==> config.mk <==
export PLATFORM = sky130hd
export DESIGN_NAME = inv_subbytes_seq_flat
export DESIGN_NICKNAME = d
export VERILOG_FILES = /design/src/rtl/inv_subbytes_seq_if.sv /design/src/rtl/inv_subbytes_seq.sv /design/src/flat_wrapper.sv
export SDC_FILE = /design/constraint.sdc
export NUM_CORES = 2
export LEC_CHECK = 0
export BUFFER_PORTS_ARGS = -buffer_cell sky130_fd_sc_hd__buf_2
export CORE_MARGIN = 1
export CORE_UTILIZATION = 60
export DETAILED_ROUTE_END_ITERATION = 8
export PLACE_DENSITY = 0.88
export SETUP_SLACK_MARGIN = 0.1
export SKIP_LAST_GASP = 1
export SLEW_MARGIN = 15
export SYNTH_ARGS = -nofsm -noshare
export SYNTH_HDL_FRONTEND = slang
export SYNTH_SLANG_ARGS = --single-unit
==> constraint.sdc <==
create_clock -name clk -period 17.2 [get_ports clk]
set_input_delay 3.44 -clock clk [delete_from_list [all_inputs] [get_ports clk]]
set_output_delay 3.44 -clock clk [all_outputs]
set_load 0.01 [all_outputs]
==> src/rtl/inv_subbytes_seq_if.sv <==
// Handshake bundle between the InvShiftRows stage, the InvSubBytes sequencer and InvMixColumns.
// The master drives the input state and output acceptance; the slave is the sequencer.
// Byte j of either state is bits [127-8j -: 8].
interface inv_subbytes_seq_if;
   logic         in_valid;
   logic         in_ready;
   logic [127:0] in_state;
   logic         out_valid;
   logic         out_ready;
   logic [127:0] out_state;
   logic         busy;

   modport master (
      output in_valid, in_state, out_ready,
      input  in_ready, out_valid, out_state, busy
   );

   modport slave (
      input  in_valid, in_state, out_ready,
      output in_ready, out_valid, out_state, busy
   );
endinterface

==> src/rtl/inv_subbytes_seq.sv <==
// Purpose: AES InvSubBytes over one 128-bit state, 16 bytes time-multiplexed through LANES inverse S-boxes.
// Latency: N = 16/LANES cycles from the accept edge to out_valid; II is N+2 (N+1 with overlap).
// Backpressure: in_ready is low while busy; the result holds in DONE until out_ready.
// Optional feature macro: INVSUB_OVERLAP_EN lets a new state be accepted on the output handshake edge.

// Combinational AES inverse S-box: inverse affine transform followed by the GF(2^8) inverse.
module InverseSbox (
   input  logic [7:0] in_i,
   output logic [7:0] out_o
);
   // Multiplication in GF(2^8) modulo x^8 + x^4 + x^3 + x + 1.
   function automatic logic [7:0] gmul(input logic [7:0] a, input logic [7:0] b);
      logic [7:0] p;
      logic [7:0] x;
      p = 8'h00;
      x = a;
      for (int i = 0; i < 8; i++) begin
         if (b[i]) p = p ^ x;
         x = {x[6:0], 1'b0} ^ (x[7] ? 8'h1b : 8'h00);
      end
      return p;
   endfunction

   // Multiplicative inverse as x^254 (x^2 * x^4 * ... * x^128); maps 0 to 0.
   function automatic logic [7:0] ginv(input logic [7:0] x);
      logic [7:0] sq;
      logic [7:0] r;
      sq = x;
      r  = 8'h01;
      for (int i = 1; i < 8; i++) begin
         sq = gmul(sq, sq);
         r  = gmul(r, sq);
      end
      return r;
   endfunction

   logic [7:0] aff;

   // Undo the forward affine map, then invert in the field.
   always_comb begin
      aff   = {in_i[6:0], in_i[7]} ^ {in_i[4:0], in_i[7:5]} ^ {in_i[1:0], in_i[7:2]} ^ 8'h05;
      out_o = ginv(aff);
   end
endmodule

module inv_subbytes_seq #(
   parameter int LANES = 4
) (
   input logic               clk,
   input logic               rst,
   inv_subbytes_seq_if.slave bus
);
   localparam int N  = 16 / LANES;
   localparam int CW = (N > 1) ? $clog2(N) : 1;

   if (!(LANES == 1 || LANES == 2 || LANES == 4 || LANES == 8 || LANES == 16)) begin : g_bad_lanes
      $error("inv_subbytes_seq: LANES must be 1, 2, 4, 8 or 16");
   end

   typedef enum logic [1:0] {IDLE, RUN, DONE} state_t;

   state_t          state_q, state_d;
   logic [CW-1:0]   cnt_q,   cnt_d;
   logic [127:0]    src_q,   src_d;
   logic [127:0]    res_q,   res_d;

   logic            in_rdy;
   logic            out_vld;

   logic [7:0]      lane_in  [LANES];
   logic [7:0]      lane_out [LANES];
   logic [6:0]      lane_sh  [LANES];

   // Lane l works on byte cnt*LANES+l; byte k sits at bit offset 8*(15-k).
   always_comb begin
      for (int l = 0; l < LANES; l++) begin
         lane_sh[l] = 7'((15 - (int'(cnt_q) * LANES + l)) * 8);
         lane_in[l] = src_q[lane_sh[l] +: 8];
      end
   end

   for (genvar g = 0; g < LANES; g++) begin : g_lane
      InverseSbox u_sbox (
         .in_i  (lane_in[g]),
         .out_o (lane_out[g])
      );
   end

   // Next-state, datapath update and handshake decode; outputs depend on state (plus out_ready with overlap).
   always_comb begin
      state_d = state_q;
      cnt_d   = cnt_q;
      src_d   = src_q;
      res_d   = res_q;
      in_rdy  = 1'b0;
      out_vld = 1'b0;
      unique case (state_q)
         IDLE: begin
            in_rdy = ~rst;
            if (bus.in_valid) begin
               src_d   = bus.in_state;
               cnt_d   = '0;
               state_d = RUN;
            end
         end
         RUN: begin
            for (int l = 0; l < LANES; l++) begin
               res_d[lane_sh[l] +: 8] = lane_out[l];
            end
            cnt_d = cnt_q + CW'(1);
            if (cnt_q == CW'(N - 1)) state_d = DONE;
         end
         DONE: begin
            out_vld = 1'b1;
`ifdef INVSUB_OVERLAP_EN
            in_rdy = bus.out_ready & ~rst;
            if (bus.out_ready) begin
               if (bus.in_valid) begin
                  src_d   = bus.in_state;
                  cnt_d   = '0;
                  state_d = RUN;
               end else begin
                  state_d = IDLE;
               end
            end
`else
            if (bus.out_ready) state_d = IDLE;
`endif
         end
         default: state_d = IDLE;
      endcase
   end

   // State and datapath registers; reset abandons any block in flight.
   always_ff @(posedge clk) begin
      if (rst) begin
         state_q <= IDLE;
         cnt_q   <= '0;
         src_q   <= '0;
         res_q   <= '0;
      end else begin
         state_q <= state_d;
         cnt_q   <= cnt_d;
         src_q   <= src_d;
         res_q   <= res_d;
      end
   end

   assign bus.in_ready  = in_rdy;
   assign bus.out_valid = out_vld;
   assign bus.out_state = res_q;
   assign bus.busy      = (state_q != IDLE);
endmodule

==> src/flat_wrapper.sv <==
// flat-port wrapper written by rule: the top's interface ports become plain ports
module inv_subbytes_seq_flat 
#(
   parameter int LANES = 4
)
  (clk, rst, bus_in_valid, bus_in_state, bus_out_ready, bus_in_ready, bus_out_valid, bus_out_state, bus_busy);
  inv_subbytes_seq_if bus_i ();
  input logic clk;
  input logic rst;
  input wire logic [$bits(bus_i.in_valid)-1:0] bus_in_valid;
  input wire logic [$bits(bus_i.in_state)-1:0] bus_in_state;
  input wire logic [$bits(bus_i.out_ready)-1:0] bus_out_ready;
  output wire logic [$bits(bus_i.in_ready)-1:0] bus_in_ready;
  output wire logic [$bits(bus_i.out_valid)-1:0] bus_out_valid;
  output wire logic [$bits(bus_i.out_state)-1:0] bus_out_state;
  output wire logic [$bits(bus_i.busy)-1:0] bus_busy;
  assign bus_i.in_valid = bus_in_valid;
  assign bus_i.in_state = bus_in_state;
  assign bus_i.out_ready = bus_out_ready;
  assign bus_in_ready = bus_i.in_ready;
  assign bus_out_valid = bus_i.out_valid;
  assign bus_out_state = bus_i.out_state;
  assign bus_busy = bus_i.busy;
  inv_subbytes_seq #(.LANES(LANES)) u_core (.clk(clk), .rst(rst), .bus(bus_i));
endmodule
# Yosys cells after proc, flatten, opt, wreduce, memory -nomap -nowiden
# Cells that the tools add are included.
# totals
regBits,260
in_bits,132
output_inout_bits,131
# classes
n_addsub,12
n_eq_ne,6
shift,12
n_mux,824
n_bitwise,769
n_reduce_logical,6
# op_table
operator,n
$mux 8,420
$xor 8x8->8,372
$xor 8x5->8,364
$mux 5,368
$bwmux 128,4
$shift 8x9->128 const A,4
$shiftx 128x8->8,4
$shiftx 8x9->128,4
$neg 7->9,4
$mux 7,4
$not 1->1 const A,28
$mux 6,4
$mux 2,8
$mux 4,4
$mux 3,4
$sub 1x4->4 const A,3
$add 4x2->4 const B,2
$not 2->2,4
$mux 1,6
$pmux 2 s3,1
$add 4x1->4 const B,1
$eq 2x2->1 const B,2
$ne 2x2->1 const B,2
$pmux 2 s2,1
9 further kinds,11

# Depth between registers and ports, before layout
# logic_depth
word_depth,136
depth_mapped,69
ltp_nobuf,57

# Hierarchy
# A second synthesis with hierarchy kept.
# hier_totals
hier_cells,9774
area_unflattened_um2,71971.5
# modules_own_cells
mod,instances,cells_each,area_per_inst_um2,seq_area_each_um2
InverseSbox,4,2149,15462.3,0.0
inv_subbytes_seq,1,1178,10122.2,5205.0

# Least setup slack after synthesis
# Ideal clock, no wire load.
# synth_path
path_kind,register to register
startpoint,register u_core.cnt_q[0]
endpoint,register u_core.res_q[121] (netlist: u_core.bus.out_state[121])
setup_time_ns,0.117
arrival_ns,15.388
t_required_ns,17.083
setup_slack_ns,1.695
path_stages_with_launch,63
cell_sequence,dfxtp_1 -> buf_6 -> buf_8 -> mux4_2 -> buf_2 -> buf_6 -> buf_2 -> xnor2_2 -> inv_1 -> ha_1 -> buf_1 -> mux2i_1 -> a22o_1 -> mux2i_1 -> xnor3_1 -> inv_2 -> clkbuf_1 -> buf_1 -> [27 not listed] -> inv_1 -> o21ai_0 -> a21oi_1 -> a311oi_1 -> xnor2_4 -> xnor2_1 -> xor2_1 -> nand2_1 -> xnor2_1 -> xnor2_2 -> xnor2_4 -> xnor2_2 -> xor2_2 -> inv_1 -> a221o_1 -> a221oi_1 -> xnor2_1 -> a22o_1
# synth_via
elab_chain_cells,134
elab_cells_between_ends,1579
cone_classes,add/sub: 11; shift: 12; mux: 816; bitwise: 740
# synth_rtl
item,line,rtl
start: declaration,inv_subbytes_seq.sv:63,"logic [CW-1:0] cnt_q, cnt_d;"
start signal: assignment,inv_subbytes_seq.sv:143,cnt_q <= cnt_d;
$add 4x1->4 / $sub 4x4->4 (equally long branches),inv_subbytes_seq.sv:77,lane_sh[l] = 7'((15 - (int'(cnt_q) * LANES + l)) * 8);
$sub 1x4->4 / $shiftx 128x8->8 (equally long branches),"inv_subbytes_seq.sv:77, inv_subbytes_seq.sv:78",
$shiftx 128x8->8 / $xor 8x8->8 (equally long branches),"inv_subbytes_seq.sv:78, inv_subbytes_seq.sv:41",
$xor 8x8->8,inv_subbytes_seq.sv:41,"aff = {in_i[6:0], in_i[7]} ^ {in_i[4:0], in_i[7:5]} ^ {in_i[1:0], in_i[7:2]} ^ 8'h05;"
$xor 8x8->8 / $not 2->2 (equally long branches),n/a,
$not 2->2 (no source line) / $mux 8 (equally long branches),n/a,
$mux 8 / $xor 8x8->8 (equally long branches),inv_subbytes_seq.sv:18,if (b[i]) p = p ^ x;
$xor 8x8->8 / $mux 8 (equally long branches),inv_subbytes_seq.sv:18,
[117 not listed],n/a,
$mux 8 / $xor 8x8->8 (equally long branches),inv_subbytes_seq.sv:18,
$xor 8x8->8 / $mux 8 (equally long branches),inv_subbytes_seq.sv:18,
$mux 8 / $xor 8x8->8 (equally long branches),inv_subbytes_seq.sv:18,
$xor 8x8->8 / $mux 8 (equally long branches),inv_subbytes_seq.sv:18,
$mux 8 / $shiftx 8x9->128 (equally long branches),"inv_subbytes_seq.sv:18, inv_subbytes_seq.sv:108",
$shiftx 8x9->128 / $bwmux 128 (equally long branches),inv_subbytes_seq.sv:108,res_d[lane_sh[l] +: 8] = lane_out[l];
$bwmux 128 (2 in a row),inv_subbytes_seq.sv:108,
$bwmux 128 *,inv_subbytes_seq.sv:108,
end signal: assignment,inv_subbytes_seq.sv:145,res_q <= res_d;
end: declaration,inv_subbytes_seq.sv:65,"logic [127:0] res_q, res_d;"
# Every way passes the cells marked *; elsewhere a longest branch is shown, timed or not.
# A chain may end at the register's enable or synchronous reset.

# Worst setup path after layout
# layout_path
startpoint,register u_core.cnt_q[0]
endpoint,register u_core.res_q[97] (netlist: u_core.bus.out_state[97])
# Same word-level chain as after synthesis.

==> out/results.tsv <==
stage	metric	value	unit
outcome	outcome	completed	
timing	final worst-path setup slack	709	ps
synth	Most used DFF post-synth	dfxtp_1	
layout	most frequent cells in the layout	xnor2_1, nor2_1, nand2_1	
floorplan	die area	105000	µm²
timing	Hold Fails Final Rpt	0	
synth	Syn Inst Count	8293	
clocking	clock transition at the registers of the reported paths	70	ps
timing	Max Fclk	60.6	MHz
floorplan	io pins	263	
drt	Detailed Route Iter0 Violations	7315	
drt	DR vias	60900	
timing	relative slew slack	14.2	%
setup_path	Setup crit start kind	flop	
synth	synthesized area	62200	µm²
setup_path	Slowest-stage cell, CP	mux4_2	
drt	vias per cell	6.21	
layout	layout cells sized above 1	13.7	%
clocking	number of CTS-inserted buffers	29	
timing	Slew @ Worst Pin	1290	ps
synth	post-synthesis net count	8455	
synth	Synth area leaders	xnor2_1, dfxtp_1, xor2_1	
setup_path	reg-to-reg endpoint	u_core.bus.out_state[97]	
clocking	H-tree levels	1	
synth	share of flip-flops with an asynchronous set or reset	0	%
timing	Final Setup Violations	0	
synth	Cell variety after synth	116	
grt	initial antenna violation count	4	
setup_path	Worst Path Max Fanout	16	
layout	layout overhead on the synthesized area	8.32	%
layout	fillcell total	8457	
setup_path	r2r startpoint	u_core.cnt_q[0]	
layout	ANT cells	0	
timing	fin crit period	16490	ps
drt	Post-Route WL	189000	µm
setup_path	CP peak stage delay	720	ps
setup_path	Req. time, crit path	17690	ps
placement	Port Buffers	262	
drt	First-pass DRT Iterations	9	
layout	commonest non-fill, non-tap cell in the layout	xnor2_1	
placement	RePlAce Congestion	1.01	
setup_path	Worst Setup EP	u_core.bus.out_state[97]	
setup_path	Critical Path Start	u_core.cnt_q[0]	
setup_path	Crit. End Element	flop	
timing	fin crit share	95.9	%
flow_run	Max Cap Viol	0	
setup_path	most used cell, CP	xor2_1	
clocking	CTS Buffer Depth	3	
setup_path	R2R setup slack	710	ps
grt	grt ovf	0	
synth	flops & latches, synth	260	
clocking	CTS tree	built	
min_path	hold_sp	u_core.bus.out_state[108]	
setup_path	crit path kind	flop to flop	
grt	vias in the first global route	57100	
setup_path	Reg2Reg Depth	52	
synth	Yosys warnings	0	
clocking	cts hold-fix bufs	0	
clocking	Clk Latency, worst-skew pair	620	ps
synth	post-synth top area share	23.4	%
synth	EDFF count, synth	0	
grt	All-Layer GR Usage	34.3	%
synth	mean post-synth cell area	7.50	µm²
placement	dpl ws	279	ps
setup_path	arrival time worst endpoint	16980	ps
clocking	Sink Count	260	
floorplan	Die H	324	µm
min_path	hold crit path type	flop to flop	
drt	Wirelength per Cell	19.3	µm
synth	post-synth top area cell	xnor2_1	
timing	TNS Setup	0	ps
drt	Residual DRC	0	
floorplan	core footprint	102000	µm²
floorplan	# rows	117	
synth	sequential share of the synthesized area	8.37	%
timing	Final Max Slew Viols	0	
floorplan	Die X	324	µm
grt	pin count of the biggest net entering global routing	102	
layout	nets@finish	8583	
placement	hpwl dp	139000	µm
floorplan	Initial Utilization	60.8	%
drt	DRT antenna net count	0	
timing	skew final	25.8	ps
grt	first-pass GRT wire length	298000	µm
clocking	Root Driver	clkbuf_16	
==> worst min path at each step <==
stage	end	slack, ps	depth (start not counted)
after detailed placement	u_core.bus.out_state[50]	440	2
after global placement	u_core.bus.out_state[111]	430	2
after CTS	u_core.bus.out_state[105]	450	2
final	u_core.bus.out_state[108]	450	2
after floorplan	u_core.src_q[32]	430	2
after global routing	u_core.src_q[47]	470	2
==> state kept, by name, summed over array words and instances, names as in the netlist <==
signal,count
u_core.cnt_q,2
u_core.src_q,128
u_core.bus.out_state,128
u_core.state_q,2
==> cell families (layout without fill, tap and decap cells) <==
family	count (synthesis)	after routing	synth area share [%]
AND/OR/NAND/NOR	2880	2880	20.0
adder cells (fa/ha/maj)	32	32	0.636
buffers and inverters	637	787	4.48
multiplexers	281	281	5.38
AO/OA/AOI/OAI	1612	1612	16.3
flip-flops	260	260	8.37
XOR/XNOR	2591	2591	44.9
==> per-layer routing <==
| metal | GRT usage, % | vias to the layer above | routed length [µm] |
|---|---|---|---|
| met2 | 57.5 | 3247 | 88700 |
| met5 | 0 | - | 44 |
| li1 | - | 28400 | - |
| met1 | 43.9 | 28800 | 74600 |
| met4 | 13.1 | 6 | 7060 |
| met3 | 5.64 | 570 | 18900 |
==> cell type report <==
class,instances,area [µm²],share of cell area [%]
Clock buffer,33,771,1.14
Tap cell,1368,1710,2.54
Sequential cell,260,5210,7.74
Timing Repair Buffer,623,4090,6.07
Inverter,111,417,0.619
Clock inverter,20,239,0.355
Multi-Input combinational cell,7396,54900,81.5
==> repair_timing <==
item,in CTS,in global routing
endpoints found under the hold margin,0,0
setup endpoints to repair,0,127
setup buffers,0,23
gates resized for setup,0,47
==> cells in the mapped netlist (42+ instances only) <==
| library cell | number |
|---|---|
| o21ai_1 | 64 |
| xor2_1 | 493 |
| a211oi_1 | 63 |
| a31oi_1 | 54 |
| o21ai_0 | 337 |
| a21oi_1 | 513 |
| nand3_1 | 145 |
| nand2b_1 | 67 |
| buf_1 | 43 |
| o211ai_1 | 49 |
| xnor2_2 | 129 |
| nor3_1 | 178 |
| nor2_1 | 1070 |
| xnor2_1 | 1664 |
| a22oi_1 | 49 |
| nand2_1 | 1066 |
| buf_2 | 124 |
| mux2i_1 | 200 |
| clkbuf_1 | 309 |
| nor2b_1 | 93 |
| dfxtp_1 | 260 |
| inv_1 | 87 |
| xnor3_1 | 178 |
| o22ai_1 | 101 |
| and2_1 | 42 |
==> critical path, delay by kind of cell (launching register included) <==
kind / cells / cell delay, ps
and+or+nand+nor: 14 / 4700
xor gates and xnor gates: 13 / 4390
DFF: 1 / 370
AOI/OAI and AO/OA: 15 / 3320
adders and majority gates: 1 / 410
muxes: 6 / 2400
buffers and inverters: 3 / 710
==> per-stage QoR <==
stage / hold WS [ps] / instance area (µm²) / utilization (%) / cells
final: 447 / 67400 / 65.8 / 9811
after detailed placement: 438 / 65700 / 64.2 / 9735
after global routing: 468 / 67400 / 65.8 / 9811
after CTS: 451 / 66700 / 65.2 / 9788
after floorplan: 433 / 62200 / - / 8293
after global placement: 429 / 65700 / 64.2 / 9735
Power is left out: the tool's default activity adds up to more than one toggle a clock period on the data nets, which glitch-free logic cannot reach.
